<file path="src/rtl/magma_pkg.sv">
// Shared constants, S-box tables and round-key scheduling for the Magma ECB engine.
package magma_pkg;

    localparam logic [4:0]  ROUND_LAST = 5'd31;
    localparam int unsigned ROT        = 11;

    typedef enum logic [0:0] {IDLE, RUN} state_e;

    // pi_i packed with entry j at bits [4j+3:4j]; PI[i] is pi_i
    localparam logic [7:0][63:0] PI = {
        64'h2BC96AF43850DE71,
        64'h73AD0B4FC19652E8,
        64'h0E34187BAC296FD5,
        64'hC24BE390D618A5F7,
        64'hB9E35A076F4D128C,
        64'h069C471EDAF2853B,
        64'hF0DB74E1C5A93286,
        64'h1F307D8E9B5A264C
    };

    function automatic logic [31:0] s_box(input logic [31:0] x);
        logic [31:0] y;
        logic [63:0] tbl;
        y = '0;
        for (int i = 0; i < 8; i++) begin
            tbl          = PI[i];
            y[4*i +: 4]  = tbl[{x[4*i +: 4], 2'b00} +: 4];
        end
        return y;
    endfunction

    // Returns 0-based index into K1..K8
    function automatic logic [2:0] enc_key_idx(input logic [4:0] rnd);
        return (rnd < 5'd24) ? rnd[2:0] : ~rnd[2:0];
    endfunction

    function automatic logic [2:0] dec_key_idx(input logic [4:0] rnd);
        return (rnd < 5'd8) ? rnd[2:0] : ~rnd[2:0];
    endfunction

endpackage

</file>
<file path="src/rtl/magma_round.sv">
// One combinational Magma round; the final round skips the half swap.
module magma_round
    import magma_pkg::*;
(
    input  logic [63:0] a,
    input  logic [31:0] k,
    input  logic        final_round,
    output logic [63:0] a_next
);

    logic [31:0] a1, a0, sub, g, f;

    assign a1     = a[63:32];
    assign a0     = a[31:0];
    assign sub    = s_box(a0 + k);
    assign g      = (sub << ROT) | (sub >> (32 - ROT));
    assign f      = g ^ a1;
    assign a_next = final_round ? {f, a0} : {a0, f};

endmodule

</file>
<file path="src/rtl/magma_ecb_engine.sv">
// Iterative Magma ECB engine: one round per clock over BLOCKS 64-bit blocks.
module magma_ecb_engine
    import magma_pkg::*;
#(
    parameter int unsigned ROUNDS = 32,
    parameter int unsigned BLOCKS = 2
) (
    input  logic                  clk,
    input  logic                  reset,
    input  logic                  start,
    input  logic                  decrypt,
    input  logic [64*BLOCKS-1:0]  data_in,
    input  logic [255:0]          key,
    output logic                  busy,
    output logic                  done,
    output logic                  out_valid,
    output logic [64*BLOCKS-1:0]  data_out
);

    localparam int unsigned RND_W = $clog2(ROUNDS);
    localparam int unsigned BLK_W = (BLOCKS > 1) ? $clog2(BLOCKS) : 1;
    localparam logic [BLK_W-1:0] BLK_LAST = BLK_W'(BLOCKS - 1);

    state_e                   state_q, state_d;
    logic [RND_W-1:0]         rnd_q, rnd_d;
    logic [BLK_W-1:0]         blk_q, blk_d;
    logic [63:0]              work_q, work_d;
    logic [BLOCKS-1:0][63:0]  snap_q, snap_d;
    logic [7:0][31:0]         snap_key_q, snap_key_d;
    logic                     snap_dec_q, snap_dec_d;
    logic [BLOCKS-1:0][63:0]  res_q, res_d;
    logic [BLOCKS-1:0][63:0]  dout_q, dout_d;
    logic                     busy_q, busy_d;
    logic                     done_q, done_d;
    logic                     valid_q, valid_d;

    logic [2:0]  kidx;
    logic [31:0] round_key;
    logic [63:0] round_out;
    logic        last_round;

    assign last_round = (rnd_q == ROUND_LAST);
    assign kidx       = snap_dec_q ? dec_key_idx(rnd_q) : enc_key_idx(rnd_q);
    // key[255:224] is K1, i.e. packed word 7
    assign round_key  = snap_key_q[~kidx];

    magma_round u_round (
        .a           (work_q),
        .k           (round_key),
        .final_round (last_round),
        .a_next      (round_out)
    );

    always_comb begin
        state_d    = state_q;
        rnd_d      = rnd_q;
        blk_d      = blk_q;
        work_d     = work_q;
        snap_d     = snap_q;
        snap_key_d = snap_key_q;
        snap_dec_d = snap_dec_q;
        res_d      = res_q;
        dout_d     = dout_q;
        busy_d     = busy_q;
        done_d     = 1'b0;
        valid_d    = valid_q;
        unique case (state_q)
            IDLE: begin
                if (start) begin
                    snap_d     = data_in;
                    snap_key_d = key;
                    snap_dec_d = decrypt;
                    work_d     = data_in[63:0];
                    rnd_d      = '0;
                    blk_d      = '0;
                    busy_d     = 1'b1;
                    valid_d    = 1'b0;
                    state_d    = RUN;
                end
            end
            RUN: begin
                work_d = round_out;
                rnd_d  = rnd_q + 1'b1;
                if (last_round) begin
                    res_d[blk_q] = round_out;
                    if (blk_q != BLK_LAST) begin
                        work_d = snap_q[blk_q + 1'b1];
                        blk_d  = blk_q + 1'b1;
                        rnd_d  = '0;
                    end else begin
                        dout_d  = res_d;
                        done_d  = 1'b1;
                        valid_d = 1'b1;
                        busy_d  = 1'b0;
                        state_d = IDLE;
                    end
                end
            end
            default: state_d = IDLE;
        endcase
    end

    always_ff @(posedge clk or posedge reset) begin
        if (reset) begin
            state_q    <= IDLE;
            rnd_q      <= '0;
            blk_q      <= '0;
            work_q     <= '0;
            snap_q     <= '0;
            snap_key_q <= '0;
            snap_dec_q <= 1'b0;
            res_q      <= '0;
            dout_q     <= '0;
            busy_q     <= 1'b0;
            done_q     <= 1'b0;
            valid_q    <= 1'b0;
        end else begin
            state_q    <= state_d;
            rnd_q      <= rnd_d;
            blk_q      <= blk_d;
            work_q     <= work_d;
            snap_q     <= snap_d;
            snap_key_q <= snap_key_d;
            snap_dec_q <= snap_dec_d;
            res_q      <= res_d;
            dout_q     <= dout_d;
            busy_q     <= busy_d;
            done_q     <= done_d;
            valid_q    <= valid_d;
        end
    end

    assign busy      = busy_q;
    assign done      = done_q;
    assign out_valid = valid_q;
    assign data_out  = dout_q;

endmodule

</file>
<file path="config.mk">
export PLATFORM = sky130hd
export DESIGN_NAME = magma_ecb_engine
export DESIGN_NICKNAME = d
export VERILOG_FILES = /design/src/rtl/magma_pkg.sv /design/src/rtl/magma_round.sv /design/src/rtl/magma_ecb_engine.sv
export SDC_FILE = /design/constraint.sdc
export NUM_CORES = 2
export LEC_CHECK = 0
export ABC_AREA = 1
export CAP_MARGIN = 10
export CORE_ASPECT_RATIO = 1.25
export CORE_MARGIN = 5
export CORE_UTILIZATION = 55
export CTS_BUF_LIST = sky130_fd_sc_hd__clkbuf_16
export DETAILED_ROUTE_END_ITERATION = 6
export GPL_TIMING_DRIVEN = 0
export PLACE_DENSITY = 0.88
export SYNTH_ARGS = -nofsm -noshare
export SYNTH_HDL_FRONTEND = slang
export SYNTH_SLANG_ARGS = --single-unit
</file>
<file path="constraint.sdc">
create_clock -name clk -period 52.1 [get_ports clk]
set_clock_uncertainty 0.15 [all_clocks]
set_input_delay 10.42 -clock clk [delete_from_list [all_inputs] [get_ports clk]]
set_output_delay 10.42 -clock clk [all_outputs]
set_load 0.02 [all_outputs]
</file>
==> flow_summary.json <==
{
  "critical_path_arrival_ns": 13.80,
  "worst_setup_path_end_kind": "flip-flop",
  "hold_path.class": "reg2reg",
  "reg2regPathDepth": 27,
  "syn-mean-instance-area_sq_um": 7.669,
  "slew_headroom_pct": 17.26,
  "holdPathStages": 2,
  "synthArstFlopShare_pct": 100.0,
  "routed_wl_um": 121200,
  "finalMaxSlewViolations": 0,
  "grt_pass1_wl_um": 179000,
  "maxCapViolations": 0,
  "firstDrtPassIters": 7,
  "io_pins": 519,
  "cts_setup_buffers": 0,
  "drive_gt1_share_pct": 4.029,
  "synth_fa_ha_area_share_pct": 3.210,
  "pre_cts_slack_ns": 38.28,
  "min_period_over_period_pct": 25.66,
  "grt_overflow": 0,
  "gp_congestion": 1.047,
  "synth_compound_area_share_pct": 12.25,
  "die_y_um": 272.2,
  "r2r_start": "rnd_q[4]",
  "wl_met2_um": 55820,
  "synth_top_family_by_area": "simple AND/OR/NAND/NOR gates",
  "path_clk_slew_ns": 0.07,
  "grt_usage_pct": 39.57,
  "coreArea_sq_um": 54650,
  "n_fill_cell": 4310,
  "vias_per_cell": 5.778,
  "yosys_warnings": 0,
  "yosysMostFrequentCell": "nand2_1",
  "syn-cell-area_sq_um": 30250,
  "ant_nets": 0,
  "hold_viol_final": 0,
  "syn_inst": 3944,
  "clk_path_buf_depth": 3,
  "worst-setup-path-type": "in2reg",
  "finalNetCount": 4989,
  "ctsHtreeMaxLevel": 2,
  "cts_resized": 0,
  "yosys.area_share.simple_pct": 25.86,
  "postSynthNetCount": 4409,
  "start_util_pct": 55.34,
  "antenna_found_initial": 3,
  "yosysTopAreaCellShare_pct": 48.56,
  "synthFlopType": "dfrtp_1",
  "yosysTopAreaCell": "dfrtp_1",
  "fp-row-count": 96,
  "root_buffer": "clkbuf_16",
  "violations": "DRC",
  "max_freq_ghz": 0.07480,
  "grt_pass1_vias": 30335,
  "met3_length_um": 13030,
  "wl_per_cell_um": 22.85,
  "rsz0062_at_grt": "no",
  "tns_ns": 0,
  "synth_cell_type_count": 48,
  "yosys-mux-area-fraction_pct": 1.224,
  "synth-xor-area-share_pct": 1.241,
  "drtIter0Drc": 3634,
  "synth_common_cells": "nand2_1, dfrtp_1, inv_1",
  "syn_to_final_growth_pct": 26.29,
  "ys_ff_latch": 587,
  "r2r_setup_slack_ns": 45.40,
  "worstPathMaxFanout": 10,
  "layout_setup_ws_ns": 38.73,
  "die-width_um": 219.8,
  "io_buffers": 518,
  "routed.top_layer": "met4",
  "startpoint_type": "input pin",
  "synth_edf_count": 0,
  "cp.required_ns": 52.53,
  "r2r-end": "work_q[30]",
  "whs_endpoint": "data_out[89]",
  "hold_buffers": 0,
  "seq_area_frac_synth_pct": 48.56,
  "cts_tree": "yes",
  "period_needed_ns": 13.37,
  "setup_viol": 0,
  "grt_max_degree": 133,
  "hp-start": "data_out[89]",
  "cts_buffers": 55,
  "clkSinkCount": 587,
  "clock_latency_ns": 0.64,
  "drcViolationCount": 6,
  "dp_hpwl_um": 94780,
  "route.vias.total": 30660,
  "status": "finished, violations left",
  "ys_top_cells_by_area": "dfrtp_1, nand2_1, o21ai_0",
  "max_slew.worst_pin.slew_ns": 1.241,
  "die_area_sq_um": 59810,
  "drt-met1-wl_um": 40660
}
==> through the flow <==
step,instances,instance area [sq um],util (%),hold slack [ns]
2_1_floorplan,3944,30250,-,0.2864
3_3_place_gp,5197,36350,66.51,0.3012
3_5_place_dp,5202,36500,66.78,0.3150
4_1_cts,5302,38190,69.87,0.3266
5_1_grt,5305,38200,69.89,0.3361
6_report,5306,38200,69.89,0.3273
==> area by class of cell <==
cell class | instances | area, sq um | area share [%]
antenna | 4 | 10.01 | 0.02620
clock buffer | 57 | 1426 | 3.734
buffer | 204 | 775.7 | 2.031
inverter | 410 | 1546 | 4.049
sequential | 587 | 14690 | 38.46
clock inverter | 43 | 265.3 | 0.6944
timing repair buffer | 523 | 5323 | 13.93
tap | 735 | 919.6 | 2.408
multi-input combinational | 2743 | 13240 | 34.67
==> state kept, by name (all words and copies together) (netlist names) <==
register,count
blk_q,1
busy,1
data_out,128
done,1
out_valid,1
res_q,64
rnd_q,5
snap_dec_q,1
snap_key_q,256
snap_q,64
state_q,1
work_q,64
==> placed cells by master (no fill, tap or decap), drive strengths merged, types with 4 or more instances in the layout <==
cell and n:
a21oi 156, and3 4, buf 24, clkbuf 242, clkdlybuf4s50 518, clkinv 24, clkinvlp 8, dfrtp 587
diode 4, ha 76, inv 420, mux2 32, nand2 1606, nand3 202, nand3b 11, nand4 37
nor2 53, nor3 13, o2111ai 6, o211ai 39, o21a 26, o21ai 357, o21bai 8, o22ai 28
o32ai 31, or2 8, xnor2 10, xor2 26
==> critical path: stages <==
cell	delay (ns)
clkdlybuf4s50_1	0.54
nand2_1	0.20
inv_1	0.14
clkbuf_1	0.46
clkbuf_1	0.97
clkbuf_1	0.63
nand2_1	0.28
nand2_1	0.13
==> kinds of logic after synthesis <==
logic type               count (synthesis)
adder cells (fa/ha/maj)                 77
XOR/XNOR                                36
flip-flops                             587
AO/OA/AOI/OAI                          660
multiplexers                            33
buffers and inverters                  614
AND/OR/NAND/NOR                       1937
==> metal layers <==
layer	vias to the layer above	GRT usage, %
li1	13721	-
met3	566	8.816
met1	14248	45.76
met4	0	29.95
met2	2125	63.90
met5	-	0
==> how the worst max path moves through the flow <==
stage | startpoint | depth (start not counted) | slack [ns] | endpoint
after floorplan | reset | 1 | 25.10 | blk_q
after global placement | reset | 2 | 18.83 | data_out[101]
after detailed placement | start | 8 | 38.28 | snap_q[124]
after CTS | start | 8 | 38.90 | snap_q[124]
after global routing | start | 8 | 38.66 | snap_q[102]
final | start | 8 | 38.73 | snap_q[124]
Power is left out: the tool's default activity adds up to more than one toggle a clock period on the data nets, which glitch-free logic cannot reach.
